File: src/rtl/seg_scan_4digit.sv
// rtl/seg_scan_4digit.sv - multiplexed 4-digit BCD seven-segment scanner with frame-synchronous update
// Optional build macro: LEADING_ZERO_BLANK_EN (blank leading zeros of the upper three digits).
module seg_scan_4digit #(
    parameter int unsigned DIV_CNT   = 100000,
    parameter int unsigned BLANK_CYC = 16
) (
    input  logic        clk,
    input  logic        rst,
    input  logic [15:0] bcd_in,
    input  logic        bcd_valid,
    output logic [3:0]  an,
    output logic [6:0]  seg,
    output logic        dp,
    output logic        frame_done
);

    localparam int unsigned     CNT_W     = (DIV_CNT > 1) ? $clog2(DIV_CNT) : 1;
    localparam logic [CNT_W-1:0] CNT_LAST  = CNT_W'(DIV_CNT - 1);
    localparam logic [CNT_W-1:0] CNT_BLANK = CNT_W'(BLANK_CYC);
    localparam logic [CNT_W-1:0] CNT_ONE   = CNT_W'(1);

    localparam logic [6:0] SEG_OFF  = 7'b1111111;
    localparam logic [6:0] SEG_DASH = 7'b0111111;

    // Timing state: prescaler and slot index (0 = units ... 3 = thousands)
    logic [CNT_W-1:0] cnt_q, cnt_d;
    logic [1:0]       idx_q, idx_d;

    // Value path: shadow capture, pending flag, frame-stable display value
    logic [15:0]      shadow_q, shadow_d;
    logic [15:0]      disp_q, disp_d;
    logic             pending_q, pending_d;

    // Registered pin drivers
    logic [3:0]       an_q, an_d;
    logic [6:0]       seg_q, seg_d;
    logic             fd_q, fd_d;

    logic             slot_wrap;
    logic             frame_wrap;
    logic             ghost_blank;
    logic             lz_blank;
    logic [3:0]       cur_digit;

    // BCD to active-low gfedcba; anything above 9 shows a dash
    function automatic logic [6:0] seg_decode(input logic [3:0] d);
        logic [6:0] s;
        case (d)
            4'd0:    s = 7'b1000000;
            4'd1:    s = 7'b1111001;
            4'd2:    s = 7'b0100100;
            4'd3:    s = 7'b0110000;
            4'd4:    s = 7'b0011001;
            4'd5:    s = 7'b0010010;
            4'd6:    s = 7'b0000010;
            4'd7:    s = 7'b1111000;
            4'd8:    s = 7'b0000000;
            4'd9:    s = 7'b0010000;
            default: s = SEG_DASH;
        endcase
        return s;
    endfunction

    // Slot and frame boundary detection
    always_comb begin
        slot_wrap  = (cnt_q == CNT_LAST);
        frame_wrap = slot_wrap && (idx_q == 2'd3);
    end

    // Prescaler and slot index advance
    always_comb begin
        cnt_d = cnt_q;
        idx_d = idx_q;
        if (slot_wrap) begin
            cnt_d = '0;
            idx_d = idx_q + 2'd1;
        end else begin
            cnt_d = cnt_q + CNT_ONE;
        end
    end

    // Capture into the shadow at any time; promote to the display only at a frame boundary
    always_comb begin
        shadow_d  = shadow_q;
        disp_d    = disp_q;
        pending_d = pending_q;
        if (bcd_valid) begin
            shadow_d = bcd_in;
        end
        if (frame_wrap) begin
            // A strobe landing on the boundary edge is the newest value, so it bypasses the shadow
            if (bcd_valid) begin
                disp_d = bcd_in;
            end else if (pending_q) begin
                disp_d = shadow_q;
            end
            pending_d = 1'b0;
        end else if (bcd_valid) begin
            pending_d = 1'b1;
        end
    end

    // Select the digit belonging to the active slot
    always_comb begin
        cur_digit = disp_q[3:0];
        case (idx_q)
            2'd0:    cur_digit = disp_q[3:0];
            2'd1:    cur_digit = disp_q[7:4];
            2'd2:    cur_digit = disp_q[11:8];
            default: cur_digit = disp_q[15:12];
        endcase
    end

`ifdef LEADING_ZERO_BLANK_EN
    // A digit is a leading zero when it and every more-significant digit are zero; units always shows
    always_comb begin
        lz_blank = 1'b0;
        case (idx_q)
            2'd3:    lz_blank = (disp_q[15:12] == 4'd0);
            2'd2:    lz_blank = (disp_q[15:8] == 8'd0);
            2'd1:    lz_blank = (disp_q[15:4] == 12'd0);
            default: lz_blank = 1'b0;
        endcase
    end
`else
    // Every digit is shown, leading zeros included
    always_comb begin
        lz_blank = 1'b0;
    end
`endif

    // Next values for the pin registers, one clock behind the scan state
    always_comb begin
        ghost_blank = (cnt_q < CNT_BLANK);
        an_d        = 4'b1111;
        seg_d       = SEG_OFF;
        fd_d        = frame_wrap;
        if (!ghost_blank) begin
            an_d  = ~(4'b0001 << idx_q);
            seg_d = lz_blank ? SEG_OFF : seg_decode(cur_digit);
        end
    end

    // All state and pin registers, synchronous reset drops any pending capture
    always_ff @(posedge clk) begin
        if (rst) begin
            cnt_q     <= '0;
            idx_q     <= 2'd0;
            shadow_q  <= 16'h0000;
            disp_q    <= 16'h0000;
            pending_q <= 1'b0;
            an_q      <= 4'b1111;
            seg_q     <= SEG_OFF;
            fd_q      <= 1'b0;
        end else begin
            cnt_q     <= cnt_d;
            idx_q     <= idx_d;
            shadow_q  <= shadow_d;
            disp_q    <= disp_d;
            pending_q <= pending_d;
            an_q      <= an_d;
            seg_q     <= seg_d;
            fd_q      <= fd_d;
        end
    end

    assign an         = an_q;
    assign seg        = seg_q;
    assign frame_done = fd_q;
    assign dp         = 1'b1;

endmodule

File: config.mk
export PLATFORM = sky130hd
export DESIGN_NAME = seg_scan_4digit
export DESIGN_NICKNAME = d
export VERILOG_FILES = /design/src/rtl/seg_scan_4digit.sv
export SDC_FILE = /design/constraint.sdc
export NUM_CORES = 1
export LEC_CHECK = 0
export BUFFER_PORTS_ARGS = -buffer_cell sky130_fd_sc_hd__buf_4
export CAP_MARGIN = 25
export CORE_AREA = 3 3 81 83
export CTS_BUF_LIST = sky130_fd_sc_hd__clkbuf_4 sky130_fd_sc_hd__clkbuf_8 sky130_fd_sc_hd__clkbuf_16
export DETAILED_ROUTE_END_ITERATION = 6
export DIE_AREA = 0 0 84 86
export PLACE_DENSITY = 0.61
export SLEW_MARGIN = 20
export SYNTH_ARGS = -nofsm -noshare
export SYNTH_HDL_FRONTEND = slang
export SYNTH_SLANG_ARGS = --single-unit
File: constraint.sdc
create_clock -name clk -period 2.35 [get_ports clk]
set_clock_uncertainty 0.05 [all_clocks]
set_input_delay 0.1175 -clock clk [delete_from_list [all_inputs] [get_ports clk]]
set_output_delay 0.1175 -clock clk [all_outputs]
set_load 0.02 [all_outputs]
### After elaboration in Yosys (flattened, before gate mapping)

Memories as Yosys holds them, arrays and structs flattened. A register that Yosys moved wholly into a read port is not among the register bits.
Cells that the tools add are included.
Widths: inputs -> output; s select.

| word-level totals | value |
|---|---|
| memories | 1 |
| memory bits (read-only) | 112 |
| bits of input ports | 19 |
| register bits | 57 |

Memory list:

| memory | words | width | rd ports | clocked after Yosys merged registers in | wr ports | line | RTL |
|---|---|---|---|---|---|---|---|
| (no name shown) | 16 | 7 | 1 | 1 | 0 | 48 | `case (d)` |

| operators by class | value |
|---|---|
| reductions and logical operators | 7 |
| $add $sub $neg | 2 |
| shift-type cells | 1 |
| bitwise gates (word level) | 1 |
| equality and inequality tests | 4 |
| multiplexer cells | 3 |
| order comparisons | 1 |

Operators by type and width:

| operator | number |
|---|---|
| $mux 16 | 2 |
| $add 17x1->17 const B | 1 |
| $eq 17x17->1 const B | 1 |
| $lt 17x5->1 const B | 1 |
| $pmux 4 s3 | 1 |
| $reduce_or 2->1 | 3 |
| $eq 2x2->1 const B | 2 |
| $not 4->4 | 1 |
| $shl 1x2->4 const A | 1 |
| $add 2x1->2 const B | 1 |
| $eq 2x1->1 const B | 1 |
| $logic_not 2->1 | 1 |
| $reduce_and 2->1 | 1 |
| $reduce_bool 2->1 | 1 |
| $logic_and 1x1->1 | 1 |

### Depth between registers and ports, before layout

| depth | value |
|---|---|
| depth in word-level cells | 3 |
| gate-level depth with buffers | 8 |
| gate-level depth less buffers | 8 |

### Least setup slack after synthesis

OpenSTA, ideal clock, no wires.

| path | value |
|---|---|
| path kind | register to register |
| start point | register idx_q[0] |
| end point | register seg_q[0] (netlist: seg[0]) |
| clock period less this slack | 2.030 ns |
| slack | 0.320 ns |
| data required time | 2.234 ns |
| buffers on the path | 0 |
| cell stages (with the launch flop) | 7 |
| data arrival time | 1.913 ns |
| cells stage by stage | dfxtp_1 > inv_1 > ha_1 > a222oi_1 > mux2i_1 > or4b_4 > nand4_1 |

| on the way | value |
|---|---|
| cells in the longest elaborated chain, start to end | 2 |
| elaborated cells between the ends (all ways) | 4 |
| those cells by class | eq/ne: 2; mux: 1; reduce/logical: 1 |

RTL lines:

| element | line | RTL |
|---|---|---|
| start, declared | 27 | `logic [1:0] idx_q, idx_d;` |
| start signal, assigned | 157 | `idx_q <= idx_d;` |
| $eq 2x2->1 (tied with other cells) | 106 | `case (idx_q)` |
| $pmux 4 s3 * | 106 |  |
| end, declared | 36 | `logic [6:0] seg_q, seg_d;` |

Every way passes the cells marked *; elsewhere a longest branch is shown, timed or not.
A chain may end at the register's enable or synchronous reset.

### Worst setup path in the final report

| path | value |
|---|---|
| start point | register idx_q[0] |
| end point | register seg_q[2] (netlist: seg[2]) |

Same word-level chain as after synthesis.

==> results.ini <==
[final_layout]
regArea_um2 = 1281
final_layout_size_suffix_gt1_frac = 0.2516
num-fill-cells = 542
layout.nets = 342
antenna_cells = 0
finalInstanceArea_um2 = 3291
multi_input_area_um2 = 1353
final_common_cell = dfxtp_1
most-common-layout-cells = dfxtp_1 (64), buf_4 (40), nor2_1 (34)
area_growth_syn_to_layout_pct = 21.20

[grt]
grt_first_pass_wirelength_um = 8894
grt-ovfl-total = 0
grt_pass1_vias = 1894
grt_max_degree = 40
grt_antenna_before_repair = 0
grt_use_total = 0.1589

[detailed_routing]
drc = 0
post_drt_wl_per_cell_um = 13.40
dr.pass1.iters = 4
vias = 2021
vias_per_cell = 5.142
drt_wl_total_um = 5267
drt_iter0_drc = 104
ant_nets = 0

[clock_network]
cts.path.max_buffers = 2
tritoncts = yes
clk_pin_slew_ns = 0.07
cts_buffers = 9
insertion_delay_ns = 0.34
cts.htree.levels = 3
cts-root-buf = clkbuf_8
cts.sinks = 64

[die]
dieArea_um2 = 7224
initial_utilization = 0.4586
io_pins = 32
dieWidth_um = 84
core_area_um2 = 5921
die_h_um = 86
rows = 28

[synthesis]
synth_area_leader_cell = dfxtp_1
ys_ff_latch = 64
synth_enable_flop_cells = 0
synth_area_leaders = dfxtp_1 (47%), mux2i_1 (7.4%), mux2_2 (7.1%)
synth_top_area_share = 0.4719
synth_cells = 275
synth_area_per_cell_um2 = 9.873
async_flop_share = 0
yosysWarnings = 0
syn-num-nets = 303
synth.distinct_cells = 42
synth_flop_cell = dfxtp_1
seq_area_frac_synth = 0.4719
synth_area_um2 = 2715

[placed_design]
post-place-ws_ns = 0.09616
place.port_buffers = 30
post-dp-hpwl_um = 3642
place_congestion = 0.7889
dpl_cell_area_um2 = 3029

[sta]
finalWorstSetupSlack_ns = 0.1729
worst_pin_slew_ns = 0.5112
relSlewSlack = 0.6592
drv_slew = 0
setup_viol = 0
fin_crit_sh = 0.9264
fmax_mhz = 459.3
hold_violations = 0
period_needed_ns = 2.177

[setup_path]
timing_worst_setup_path_type = flop to flop
cp.arrival_ns = 2.36
crit_fanout = 5
cp-end-kind = flop
critPathLaunchType = flop
crit_required_ns = 2.53

[power_and_ir_drop]
powerDensity_nw_per_um2 = 647.8
p_leak_nw = 1.331
power_mw = 2.132
peakVddDrop_mv = 0.3461

[job]
max_cap_violations = 0

[hold_path]
hold_path.class = primary input to flop

[run_status]
status = finished, final reports clean

-- worst max-delay path: stages (launching register included) --
cell      delay (ns)
dfxtp_1         0.40
inv_1           0.11
ha_1            0.26
a222oi_1        0.44
mux2i_2         0.18
inv_1           0.12
ha_1            0.17
inv_1           0.04
o311ai_0        0.30
-- synthesized netlist by cell type (5+ instances only) --
cell,count
nor2_1,34
a21oi_1,8
clkbuf_1,7
o21ai_0,11
nand3_1,8
nor2b_1,12
nand4_1,10
mux2i_1,20
and3_1,5
mux2_2,17
dfxtp_1,64
inv_1,10
nand2_1,10
xor2_1,9
ha_1,9
-- flip-flops by register name (all words and copies together) (netlist names) --
signal	cells
frame_done	1
shadow_q	16
disp_q	16
pending_q	1
cnt_q	17
an	4
idx_q	2
seg	7
-- layout make-up --
| type | instances | share of cell area |
|---|---|---|
| multi-input cells | 187 | 0.4110 |
| flip-flops and latches | 64 | 0.3894 |
| repair buffers | 42 | 0.1004 |
| clock buffers | 12 | 0.04639 |
| well taps | 75 | 0.02852 |
| clock inverters | 3 | 0.01293 |
| inverters | 10 | 0.01141 |
-- layer usage --
layer,routed length (µm),track usage
met5,0,0
met4,112,0.09211
met3,273,0.04899
met2,2308,0.2343
met1,2572,0.2057
-- metrics by stage --
stage | TNS, ns | util | instances | hold WS [ns]
global route | -0.01338 | 0.5558 | 393 | 0.009897
detailed placement | 0 | 0.5116 | 373 | 0.3516
CTS | 0 | 0.5463 | 389 | 0.001060
finish | 0 | 0.5558 | 393 | 0.007817
floorplan | 0 | - | 275 | 0.2431
global placement | 0 | 0.5116 | 373 | 0.3502
-- logic make-up (layout without fill, tap and decap cells) --
group | after synthesis | in the layout | share of synthesized area
other | 1 | 1 | 0.001381
AO/OA/AOI/OAI | 33 | 33 | 0.07789
AND/OR/NAND/NOR | 96 | 96 | 0.1885
adder cells (fa/ha/maj) | 9 | 9 | 0.04148
buffers and inverters | 25 | 67 | 0.04240
multiplexers | 37 | 38 | 0.1442
flip-flops | 64 | 64 | 0.4719
XOR/XNOR | 10 | 10 | 0.03226
-- where the power goes --
| part | internal (mW) | leakage, nW | switching, mW | total, mW |
|---|---|---|---|---|
| Clock | 0.535 | 0.0993 | 0.394 | 0.929 |
| Sequential | 1.11 | 0.520 | 0.00745 | 1.11 |
| Combinational | 0.0431 | 0.711 | 0.0457 | 0.0889 |
-- final timing paths --
path	start	end	slack, ns	depth (start not counted)
worst max-delay path	idx_q[0]$_SDFFE_PP0P_	seg[2]$_SDFF_PP1_	0.17	8
worst min-delay path	bcd_in[10]	shadow_q[10]$_SDFFE_PP0P_	0.008	3
worst max register to register	idx_q[0]$_SDFFE_PP0P_	seg[2]$_SDFF_PP1_	0.17	8
worst min register to register	cnt_q[0]$_SDFF_PP0_	cnt_q[0]$_SDFF_PP0_	0.39	1
-- timing repair --
| item | in CTS | in global routing |
|---|---|---|
| hold endpoints to repair | 1 | 0 |
| setup endpoints to repair | 0 | 5 |
| resized for setup | 0 | 4 |
| hold buffers | 1 | 0 |
| setup buffers | 0 | 3 |
Power figures use the tool's default switching activity.
